## src/rtl/sw_seq_loader_if.sv

```systemverilog
// Host-side and core-side signal bundle of the sw sequence loader.
// The slave modport is the loader's view; the master modport is the host/core view.
interface sw_seq_loader_if #(
  parameter int DEPTH   = 16,
  parameter int SCORE_W = 7
);
  localparam int LEN_W = $clog2(DEPTH) + 1;

  logic               in_valid;
  logic               in_ready;
  logic [7:0]         in_query;
  logic [7:0]         in_db;
  logic               in_last;
  logic               sw_ready;
  logic               sw_start;
  logic [7:0]         query_seq_in;
  logic [7:0]         database_seq_in;
  logic               seq_valid;
  logic               sw_output_valid;
  logic [SCORE_W-1:0] sw_score;
  logic               res_valid;
  logic               res_ready;
  logic [SCORE_W-1:0] res_score;
  logic [LEN_W-1:0]   res_len;
  logic               res_timeout;
  logic               busy;

  modport slave (
    input  in_valid, in_query, in_db, in_last, sw_ready, sw_output_valid, sw_score, res_ready,
    output in_ready, sw_start, query_seq_in, database_seq_in, seq_valid,
           res_valid, res_score, res_len, res_timeout, busy
  );

  modport master (
    output in_valid, in_query, in_db, in_last, sw_ready, sw_output_valid, sw_score, res_ready,
    input  in_ready, sw_start, query_seq_in, database_seq_in, seq_valid,
           res_valid, res_score, res_len, res_timeout, busy
  );
endinterface

```

## src/rtl/sw_seq_loader.sv

```systemverilog
// Buffers one job of query/database pairs, starts the sw core, streams the pairs
// into it and hands the captured score (or a timeout) back to the host.
//
// state      | meaning
// S_IDLE     | accepting host pairs into the buffer
// S_START    | job buffered, waiting for sw_ready to pulse sw_start
// S_STREAM   | driving buffered pairs into the core back-to-back
// S_WAIT_RES | waiting for sw_output_valid, bounded by TIMEOUT_CYC
// S_RESULT   | result held for the host until res_ready
module sw_seq_loader #(
  parameter int DEPTH       = 16,
  parameter int SCORE_W     = 7,
  parameter int TIMEOUT_CYC = 1024
) (
  input  logic           clk,
  input  logic           rst,
  sw_seq_loader_if.slave bus
);
  localparam int IDX_W = $clog2(DEPTH);
  localparam int LEN_W = IDX_W + 1;
  localparam int TO_W  = $clog2(TIMEOUT_CYC);

  typedef enum logic [2:0] {
    S_IDLE,
    S_START,
    S_STREAM,
    S_WAIT_RES,
    S_RESULT
  } state_t;

  state_t r_state;
  state_t w_state_nx;

  logic [7:0]         r_q_buf [DEPTH];
  logic [7:0]         r_d_buf [DEPTH];
  logic [LEN_W-1:0]   r_count;
  logic [LEN_W-1:0]   r_rd_ptr;
  logic [TO_W-1:0]    r_to_cnt;
  logic               r_in_ready;
  logic               r_sw_start;
  logic [7:0]         r_query;
  logic [7:0]         r_db;
  logic               r_seq_valid;
  logic               r_res_valid;
  logic [SCORE_W-1:0] r_res_score;
  logic [LEN_W-1:0]   r_res_len;
  logic               r_res_timeout;
  logic               r_busy;

  logic w_accept;
  logic w_last_beat;
  logic w_stream_done;
  logic w_timeout;
  logic w_res_hs;

  // in_ready is only ever high in S_IDLE, so it doubles as the state qualifier
  assign w_accept      = bus.in_valid & r_in_ready;
  assign w_last_beat   = w_accept & (bus.in_last | (r_count == LEN_W'(DEPTH - 1)));
  assign w_stream_done = (r_rd_ptr == r_count);
  assign w_timeout     = (r_to_cnt == TO_W'(TIMEOUT_CYC - 1));
  assign w_res_hs      = r_res_valid & bus.res_ready;

  always_ff @(posedge clk) begin
    if (rst) r_state <= S_IDLE;
    else     r_state <= w_state_nx;
  end

  always_comb begin
    w_state_nx = r_state;
    case (r_state)
      S_IDLE:     if (w_last_beat) w_state_nx = S_START;
      S_START:    if (bus.sw_ready) w_state_nx = S_STREAM;
      S_STREAM:   if (w_stream_done) w_state_nx = S_WAIT_RES;
      S_WAIT_RES: if (bus.sw_output_valid || w_timeout) w_state_nx = S_RESULT;
      S_RESULT:   if (w_res_hs) w_state_nx = S_IDLE;
      default:    w_state_nx = S_IDLE;
    endcase
  end

  always_ff @(posedge clk) begin
    if (w_accept) begin
      r_q_buf[r_count[IDX_W-1:0]] <= bus.in_query;
      r_d_buf[r_count[IDX_W-1:0]] <= bus.in_db;
    end
  end

  always_ff @(posedge clk) begin
    if (rst) begin
      r_count       <= '0;
      r_rd_ptr      <= '0;
      r_to_cnt      <= '0;
      r_in_ready    <= 1'b1;
      r_sw_start    <= 1'b0;
      r_query       <= '0;
      r_db          <= '0;
      r_seq_valid   <= 1'b0;
      r_res_valid   <= 1'b0;
      r_res_score   <= '0;
      r_res_len     <= '0;
      r_res_timeout <= 1'b0;
      r_busy        <= 1'b0;
    end else begin
      r_sw_start <= 1'b0;
      r_busy     <= (w_state_nx != S_IDLE);
      case (r_state)
        S_IDLE: begin
          if (w_accept) begin
            r_count <= r_count + LEN_W'(1);
            if (w_last_beat) r_in_ready <= 1'b0;
          end
        end
        S_START: begin
          if (bus.sw_ready) begin
            r_sw_start <= 1'b1;
            r_rd_ptr   <= '0;
          end
        end
        S_STREAM: begin
          // the start-pulse cycle itself presents pair 0 at its closing edge
          if (w_stream_done) begin
            r_seq_valid <= 1'b0;
            r_query     <= '0;
            r_db        <= '0;
            r_to_cnt    <= '0;
          end else begin
            r_seq_valid <= 1'b1;
            r_query     <= r_q_buf[r_rd_ptr[IDX_W-1:0]];
            r_db        <= r_d_buf[r_rd_ptr[IDX_W-1:0]];
            r_rd_ptr    <= r_rd_ptr + LEN_W'(1);
          end
        end
        S_WAIT_RES: begin
          if (bus.sw_output_valid) begin
            r_res_valid   <= 1'b1;
            r_res_score   <= bus.sw_score;
            r_res_timeout <= 1'b0;
            r_res_len     <= r_count;
          end else if (w_timeout) begin
            r_res_valid   <= 1'b1;
            r_res_score   <= '0;
            r_res_timeout <= 1'b1;
            r_res_len     <= r_count;
          end else begin
            r_to_cnt <= r_to_cnt + TO_W'(1);
          end
        end
        S_RESULT: begin
          if (w_res_hs) begin
            r_res_valid <= 1'b0;
            r_count     <= '0;
            r_in_ready  <= 1'b1;
          end
        end
        default: ;
      endcase
    end
  end

  assign bus.in_ready        = r_in_ready;
  assign bus.sw_start        = r_sw_start;
  assign bus.query_seq_in    = r_query;
  assign bus.database_seq_in = r_db;
  assign bus.seq_valid       = r_seq_valid;
  assign bus.res_valid       = r_res_valid;
  assign bus.res_score       = r_res_score;
  assign bus.res_len         = r_res_len;
  assign bus.res_timeout     = r_res_timeout;
  assign bus.busy            = r_busy;
endmodule
```

## src/flat_wrapper.sv

```systemverilog
// flat-port wrapper written by rule: the top's interface ports become plain ports
module sw_seq_loader_flat 
#(
  parameter int DEPTH       = 16,
  parameter int SCORE_W     = 7,
  parameter int TIMEOUT_CYC = 1024
)
  (clk, rst, bus_in_valid, bus_in_query, bus_in_db, bus_in_last, bus_sw_ready, bus_sw_output_valid, bus_sw_score, bus_res_ready, bus_in_ready, bus_sw_start, bus_query_seq_in, bus_database_seq_in, bus_seq_valid, bus_res_valid, bus_res_score, bus_res_len, bus_res_timeout, bus_busy);
  sw_seq_loader_if #(.DEPTH(DEPTH), .SCORE_W(SCORE_W)) bus_i ();
  input  logic clk;
  input  logic rst;
  input wire logic [$bits(bus_i.in_valid)-1:0] bus_in_valid;
  input wire logic [$bits(bus_i.in_query)-1:0] bus_in_query;
  input wire logic [$bits(bus_i.in_db)-1:0] bus_in_db;
  input wire logic [$bits(bus_i.in_last)-1:0] bus_in_last;
  input wire logic [$bits(bus_i.sw_ready)-1:0] bus_sw_ready;
  input wire logic [$bits(bus_i.sw_output_valid)-1:0] bus_sw_output_valid;
  input wire logic [$bits(bus_i.sw_score)-1:0] bus_sw_score;
  input wire logic [$bits(bus_i.res_ready)-1:0] bus_res_ready;
  output wire logic [$bits(bus_i.in_ready)-1:0] bus_in_ready;
  output wire logic [$bits(bus_i.sw_start)-1:0] bus_sw_start;
  output wire logic [$bits(bus_i.query_seq_in)-1:0] bus_query_seq_in;
  output wire logic [$bits(bus_i.database_seq_in)-1:0] bus_database_seq_in;
  output wire logic [$bits(bus_i.seq_valid)-1:0] bus_seq_valid;
  output wire logic [$bits(bus_i.res_valid)-1:0] bus_res_valid;
  output wire logic [$bits(bus_i.res_score)-1:0] bus_res_score;
  output wire logic [$bits(bus_i.res_len)-1:0] bus_res_len;
  output wire logic [$bits(bus_i.res_timeout)-1:0] bus_res_timeout;
  output wire logic [$bits(bus_i.busy)-1:0] bus_busy;
  assign bus_i.in_valid = bus_in_valid;
  assign bus_i.in_query = bus_in_query;
  assign bus_i.in_db = bus_in_db;
  assign bus_i.in_last = bus_in_last;
  assign bus_i.sw_ready = bus_sw_ready;
  assign bus_i.sw_output_valid = bus_sw_output_valid;
  assign bus_i.sw_score = bus_sw_score;
  assign bus_i.res_ready = bus_res_ready;
  assign bus_in_ready = bus_i.in_ready;
  assign bus_sw_start = bus_i.sw_start;
  assign bus_query_seq_in = bus_i.query_seq_in;
  assign bus_database_seq_in = bus_i.database_seq_in;
  assign bus_seq_valid = bus_i.seq_valid;
  assign bus_res_valid = bus_i.res_valid;
  assign bus_res_score = bus_i.res_score;
  assign bus_res_len = bus_i.res_len;
  assign bus_res_timeout = bus_i.res_timeout;
  assign bus_busy = bus_i.busy;
  sw_seq_loader #(.DEPTH(DEPTH), .SCORE_W(SCORE_W), .TIMEOUT_CYC(TIMEOUT_CYC)) u_core (.clk(clk), .rst(rst), .bus(bus_i));
endmodule
```

## config.mk

```make
export PLATFORM = sky130hd
export DESIGN_NAME = sw_seq_loader_flat
export DESIGN_NICKNAME = d
export VERILOG_FILES = /design/src/rtl/sw_seq_loader_if.sv /design/src/rtl/sw_seq_loader.sv /design/src/flat_wrapper.sv
export SDC_FILE = /design/constraint.sdc
export NUM_CORES = 1
export LEC_CHECK = 0
export ABC_AREA = 1
export CORE_ASPECT_RATIO = 0.9
export CORE_UTILIZATION = 37
export DETAILED_ROUTE_END_ITERATION = 12
export HOLD_SLACK_MARGIN = 0.08
export PLACE_DENSITY_LB_ADDON = 0.05
export SYNTH_ARGS = -nofsm -noshare
export SYNTH_HDL_FRONTEND = slang
export SYNTH_SLANG_ARGS = --single-unit
```

## constraint.sdc

```tcl
create_clock -name clk -period 2.06 [get_ports clk]
set_input_delay 0.618 -clock clk [delete_from_list [all_inputs] [get_ports clk]]
set_output_delay 0.618 -clock clk [all_outputs]
set_load 0.03 [all_outputs]
```

==> results of run 1 <==
==> logic make-up after synthesis <==
| family | synth area share |
|---|---|
| AOI/OAI and AO/OA | 0.0526 |
| xor gates and xnor gates | 0.00461 |
| adders and majority gates | 0.00658 |
| buffers and inverters | 0.0574 |
| DFF | 0.670 |
| and+or+nand+nor | 0.209 |
==> path summary, 6_finish.rpt <==
path                                                   to  cells past startpoint
setup / recovery                      bus_query_seq_in[5]                      1
hold / removal       u_core.bus.res_score[6]$_SDFFE_PP0P_                      2
setup reg to reg  u_core.bus.query_seq_in[0]$_SDFFE_PP0P_                     10
hold reg to reg      u_core.bus.res_score[6]$_SDFFE_PP0P_                      2
==> through the flow <==
| step | cell area [µm²] | setup WS (ns) | TNS [ns] |
|---|---|---|---|
| after detailed placement | 15000 | -0.265 | -51.33 |
| after global placement | 15000 | -0.264 | -50.74 |
| final | 16100 | 0.154 | 0 |
| after CTS | 16100 | 0.128 | 0 |
| after floorplan | 13300 | 0.0895 | 0 |
| after global routing | 16100 | 0.0573 | 0 |
==> power by group <==
part / internal [mW] / switching (mW)
Combinational: 0.410 / 0.875
Sequential: 7.03 / 0.0461
Clock: 3.79 / 2.53
Total: 11.2 / 3.45
==> worst min-delay path: cells and delay by family (launching register included) <==
family	cells	cell delay, ns
AO/OA/AOI/OAI	1	0.05
flip-flops	1	0.30
AND/OR/NAND/NOR	1	0.06
==> per-layer routing <==
metal	vias up	wire length, µm	global-route usage
met5	-	0	0
met4	0	686	0.0524
met3	48	1530	0.0273
met2	163	17100	0.333
met1	4485	16500	0.279
li1	4529	-	-
==> synthesized netlist by cell type (all sizes together) <==
cell,number
a211oi,3
o21ai,58
ha,7
o21bai,1
o211ai,16
clkinv,1
nor2,154
or2,1
nand3,134
nand2,373
xor2,5
a31oi,1
nand4,6
a21oi,48
xnor2,2
nor3b,1
dfxtp,61
inv,90
o2111ai,1
edfxtp,256
clkbuf,13
buf,51
nor3,3
==> sequential cells by signal, summed over array words and instances (netlist names), 3 cells and up, named ones only <==
name	count
u_core.bus.res_score	7
u_core.r_to_cnt	10
u_core.r_d_buf	128
u_core.bus.query_seq_in	8
u_core.bus.res_len	5
u_core.r_rd_ptr	5
u_core.r_count	5
u_core.bus.database_seq_in	8
u_core.r_q_buf	128
u_core.r_state	3
==> final cells by class <==
type	count	area share
clock buffers	41	0.0584
multi-input cells	814	0.228
inverters	91	0.0215
flip-flops and latches	317	0.553
well taps	469	0.0364
repair buffers	130	0.0891
clock inverters	24	0.0140
==> results.cfg, run 1 <==
[critical_path]
cp-end-kind = output port
crit_buf_inv = 1
crit_required_ns = 1.44
critPathLaunch = u_core.bus.query_seq_in[5]$_SDFFE_PP0P_
critical-path-max-stage-delay_ns = 0.42
path_delay_family = buffers and inverters
crit_chain = dlygate4sd2_1
crit_fanout = 2
r2r_slack_ns = 0.29
start_kind = flop
worstSetupPathType = reg -> out
crit_arrival_ns = 1.29
crit_slowest_cell = dlygate4sd2_1

[run_status]
status = finished, final reports clean

[grt]
grt_start_max_net_pins = 63
track_usage = 0.202
grt_pass1_wl_um = 55700
grt_pass1_vias = 9363
overflow = 0
antenna_found_initial = 0

[cells_and_area]
fillers = 3380
drive_gt1_frac = 0.119
fin_util = 0.458
layout_commonest_cell = nand2_1
seq_area_um2 = 8910
diodes = 0
nets = 1427
multi_input_area_um2 = 3670
layout.cells.non_filler = 1886
mostFrequentLayoutCells = 369 x nand2_1, 256 x edfxtp_1, 131 x nand3_1
syn_to_final_growth_pct = 21.2

[yosys]
synth_top_area_cell = edfxtp_1
ys_seq_area_frac = 0.670
synthesis.area_um2 = 13300
yosys_warnings = 0
synth_top_cell_area_share = 0.578
yosys.cell_types.count = 35
synth_nets = 1323
ys_ff_latch = 317
syn_avg_cell_area_um2 = 10.3
synthTopCellsByArea = edfxtp_1 58%, nand2_1 10%, dfxtp_1 9.2%
syn_inst = 1286

[sta]
max_freq_mhz = 525
final_max_slew_viol_count = 0
finClkSkew_ns = 0.0208
min_period_ns = 1.91
maxSlewHeadroom = 0.593
tightest_slew_ns = 0.611
hold_viol = 0
finalCritPeriodShare = 0.925
finalSetupViolCount = 0
fin_hold_ws_ns = 0.459
rsz0062_at_grt = false

[hold_path]
hp-start = u_core.bus.res_score[6]$_SDFFE_PP0P_
hp-class = reg -> reg

[clock_network]
clock_sinks = 317
clk_path_buf_depth = 3
clkTransAtPathRegs_ns = 0.06
cts-buffers-inserted = 36
htreeDepth = 2
clk_latency_ns = 0.52
post_cts_resized = 34
ctsHoldBuffers = 0
post_cts_buffers = 0
cts_root_buf = clkbuf_16
cts_tree = yes

[die]
rows = 65
die_area_um2 = 36700
core_area_um2 = 35200
start_util = 0.378
die-width_um = 202
io_pins = 64
die_h_um = 182

[place]
dp_hpwl_um = 24100
placed_cells = 1821
place_congestion = 0.804
numPortBuffers = 63

[detailed_routing]
vias = 9225
post_drt_wl_per_cell_um = 18.9
detail_route.first_pass.iterations = 5
via_per_inst = 4.89
ant_nets = 0
drt-initial-drc-count = 731
drc = 0
drt-total-wl_um = 35700

[pwr]
p_leak_nw = 6.20
power_density_nw_per_um2 = 911
total_power_mw = 14.7
peakVddDrop_v = 0.000604

[job]
drv_cap = 0
No activity file was read; power rests on OpenSTA's default activity.
==> run 2, diff against run 1 <==
- PLACE_DENSITY: default -> 0.65
- PLACE_DENSITY_LB_ADDON: 0.05 -> default
==> run 2 against run 1 <==
Fmax fell by 2.8%. Sequential share of layout area rose by 1.3 points. Power shrank 6.5%. Via count increased by 1.1%. Critical path depth is the same. Final area fell by 2.3%. Worst hold slack improved by 0.0024 ns.
==> results.cfg, run 2 (same netlist as run 1, synthesis figures left out) <==
[detailed_routing]
via_per_inst = 4.98
ant_nets = 0
drc = 0
vias = 9322
detail_route.first_pass.iterations = 5
drt-total-wl_um = 33300
drt-initial-drc-count = 728
post_drt_wl_per_cell_um = 17.8

[critical_path]
timing.rr.start = u_core.r_to_cnt[0]$_SDFFE_PP0P_
worstSetupPathType = reg -> out
crit_chain = dlygate4sd2_1
crit_fanout = 2
start_kind = flop
critPathLaunch = u_core.bus.res_score[4]$_SDFFE_PP0P_
critical-path-max-stage-delay_ns = 0.42
crit_arrival_ns = 1.34
crit_required_ns = 1.44
cp-end-kind = output port
worstReg2RegEnd = u_core.r_to_cnt[0]$_SDFFE_PP0P_
rr_worst_depth = 10
path_delay_family = buffers and inverters
r2r_slack_ns = 0.27
crit_slowest_cell = dlygate4sd2_1
crit_buf_inv = 1

[sta]
rsz0062_at_grt = false
finClkSkew_ns = 0.0182
final_max_slew_viol_count = 0
hold_viol = 0
min_period_ns = 1.96
finalSetupViolCount = 0
finalCritPeriodShare = 0.952
tightest_slew_ns = 0.512
max_freq_mhz = 510
maxSlewHeadroom = 0.659

[hold_path]
whs_endpoint = u_core.bus.res_valid$_SDFFE_PP0P_
min_path_cells = 2
hp-start = rst
hp-class = in -> reg

[die]
die_area_um2 = 36700
die-width_um = 202
die_h_um = 182
core_area_um2 = 35200
io_pins = 64
rows = 65
start_util = 0.378

[grt]
track_usage = 0.182
grt_pass1_wl_um = 51200
antenna_found_initial = 0
grt_start_max_net_pins = 70
grt_pass1_vias = 9061
overflow = 0

[pwr]
power_density_nw_per_um2 = 871
p_leak_nw = 6.03
peakVddDrop_v = 0.000610

[clock_network]
cts_root_buf = clkbuf_16
clk_path_buf_depth = 3
htreeDepth = 1
cts_tree = yes
clock_sinks = 317
ctsHoldBuffers = 0
post_cts_buffers = 0
clk_latency_ns = 0.57
cts-buffers-inserted = 31
clkTransAtPathRegs_ns = 0.06

[place]
numPortBuffers = 63
place_area_um2 = 14800
dp_hpwl_um = 22200
place_congestion = 0.850

[cells_and_area]
syn_to_final_growth_pct = 18.3
drive_gt1_frac = 0.111
mostFrequentLayoutCells = 369 x nand2_1, 256 x edfxtp_1, 131 x nand3_1
multi_input_area_um2 = 3670
seq_area_um2 = 8910
nets = 1415
fin_util = 0.447
layout_commonest_cell = nand2_1
diodes = 0
fillers = 3332
design_area_um2 = 15700

[job]
drv_cap = 0

[run_status]
status = finished, final reports clean
run 2: power breakdown:
part | leakage, nW | switching, mW | internal, mW
Clock | 0.478 | 2.34 | 3.07
Sequential | 2.80 | 0.0481 | 7.03
Combinational | 2.75 | 0.845 | 0.383
run 2: layout make-up:
cell class,instances,share of cell area
flip-flops and latches,317,0.566
multi-input cells,814,0.233
repair buffers,123,0.0792
clock buffers,42,0.0552
well taps,469,0.0373
inverters,91,0.0220
clock inverters,16,0.00707
run 2: how the worst max path moves through the flow:
stage | endpoint | slack (ns) | cells past startpoint
final | bus_res_score[4] | 0.1 | 1
after global placement | u_core.r_d_buf[10][5]$_DFFE_PP_ | -0.21 | 6
after global routing | u_core.r_to_cnt[1]$_SDFFE_PP0P_ | 0.03 | 10
after CTS | bus_res_score[4] | 0.08 | 1
after floorplan | u_core.r_d_buf[0][0]$_DFFE_PP_ | 0.09 | 4
after detailed placement | u_core.r_q_buf[1][6]$_DFFE_PP_ | -0.23 | 6
run 2: per-layer routing:
layer | part of all wire | track usage | vias to the layer above
li1 | - | - | 4498
met1 | 0.45 | 0.256 | 4480
met2 | 0.46 | 0.296 | 297
met3 | 0.062 | 0.0228 | 47
met4 | 0.024 | 0.0488 | 0
met5 | 0 | 0 | -
run 2: timing repair:
| action | 4_1_cts | 5_1_grt |
|---|---|---|
| endpoints found under the hold margin | 0 | 0 |
| resized for setup | 34 | 0 |
| setup endpoints to repair | 34 | 0 |
run 2: per-stage QoR:
stage          setup WS, ns  power (mW)  TNS (ns)  std cells  hold WS (ns)
2_1_floorplan        0.0895        7.90         0       1286         0.467
3_3_place_gp         -0.212        8.43    -39.38       1814         0.448
3_5_place_dp         -0.229        8.45    -40.96       1814         0.457
4_1_cts              0.0790        13.8         0       1872         0.446
5_1_grt              0.0258        14.1         0       1872         0.468
6_report             0.0982        13.7         0       1872         0.461
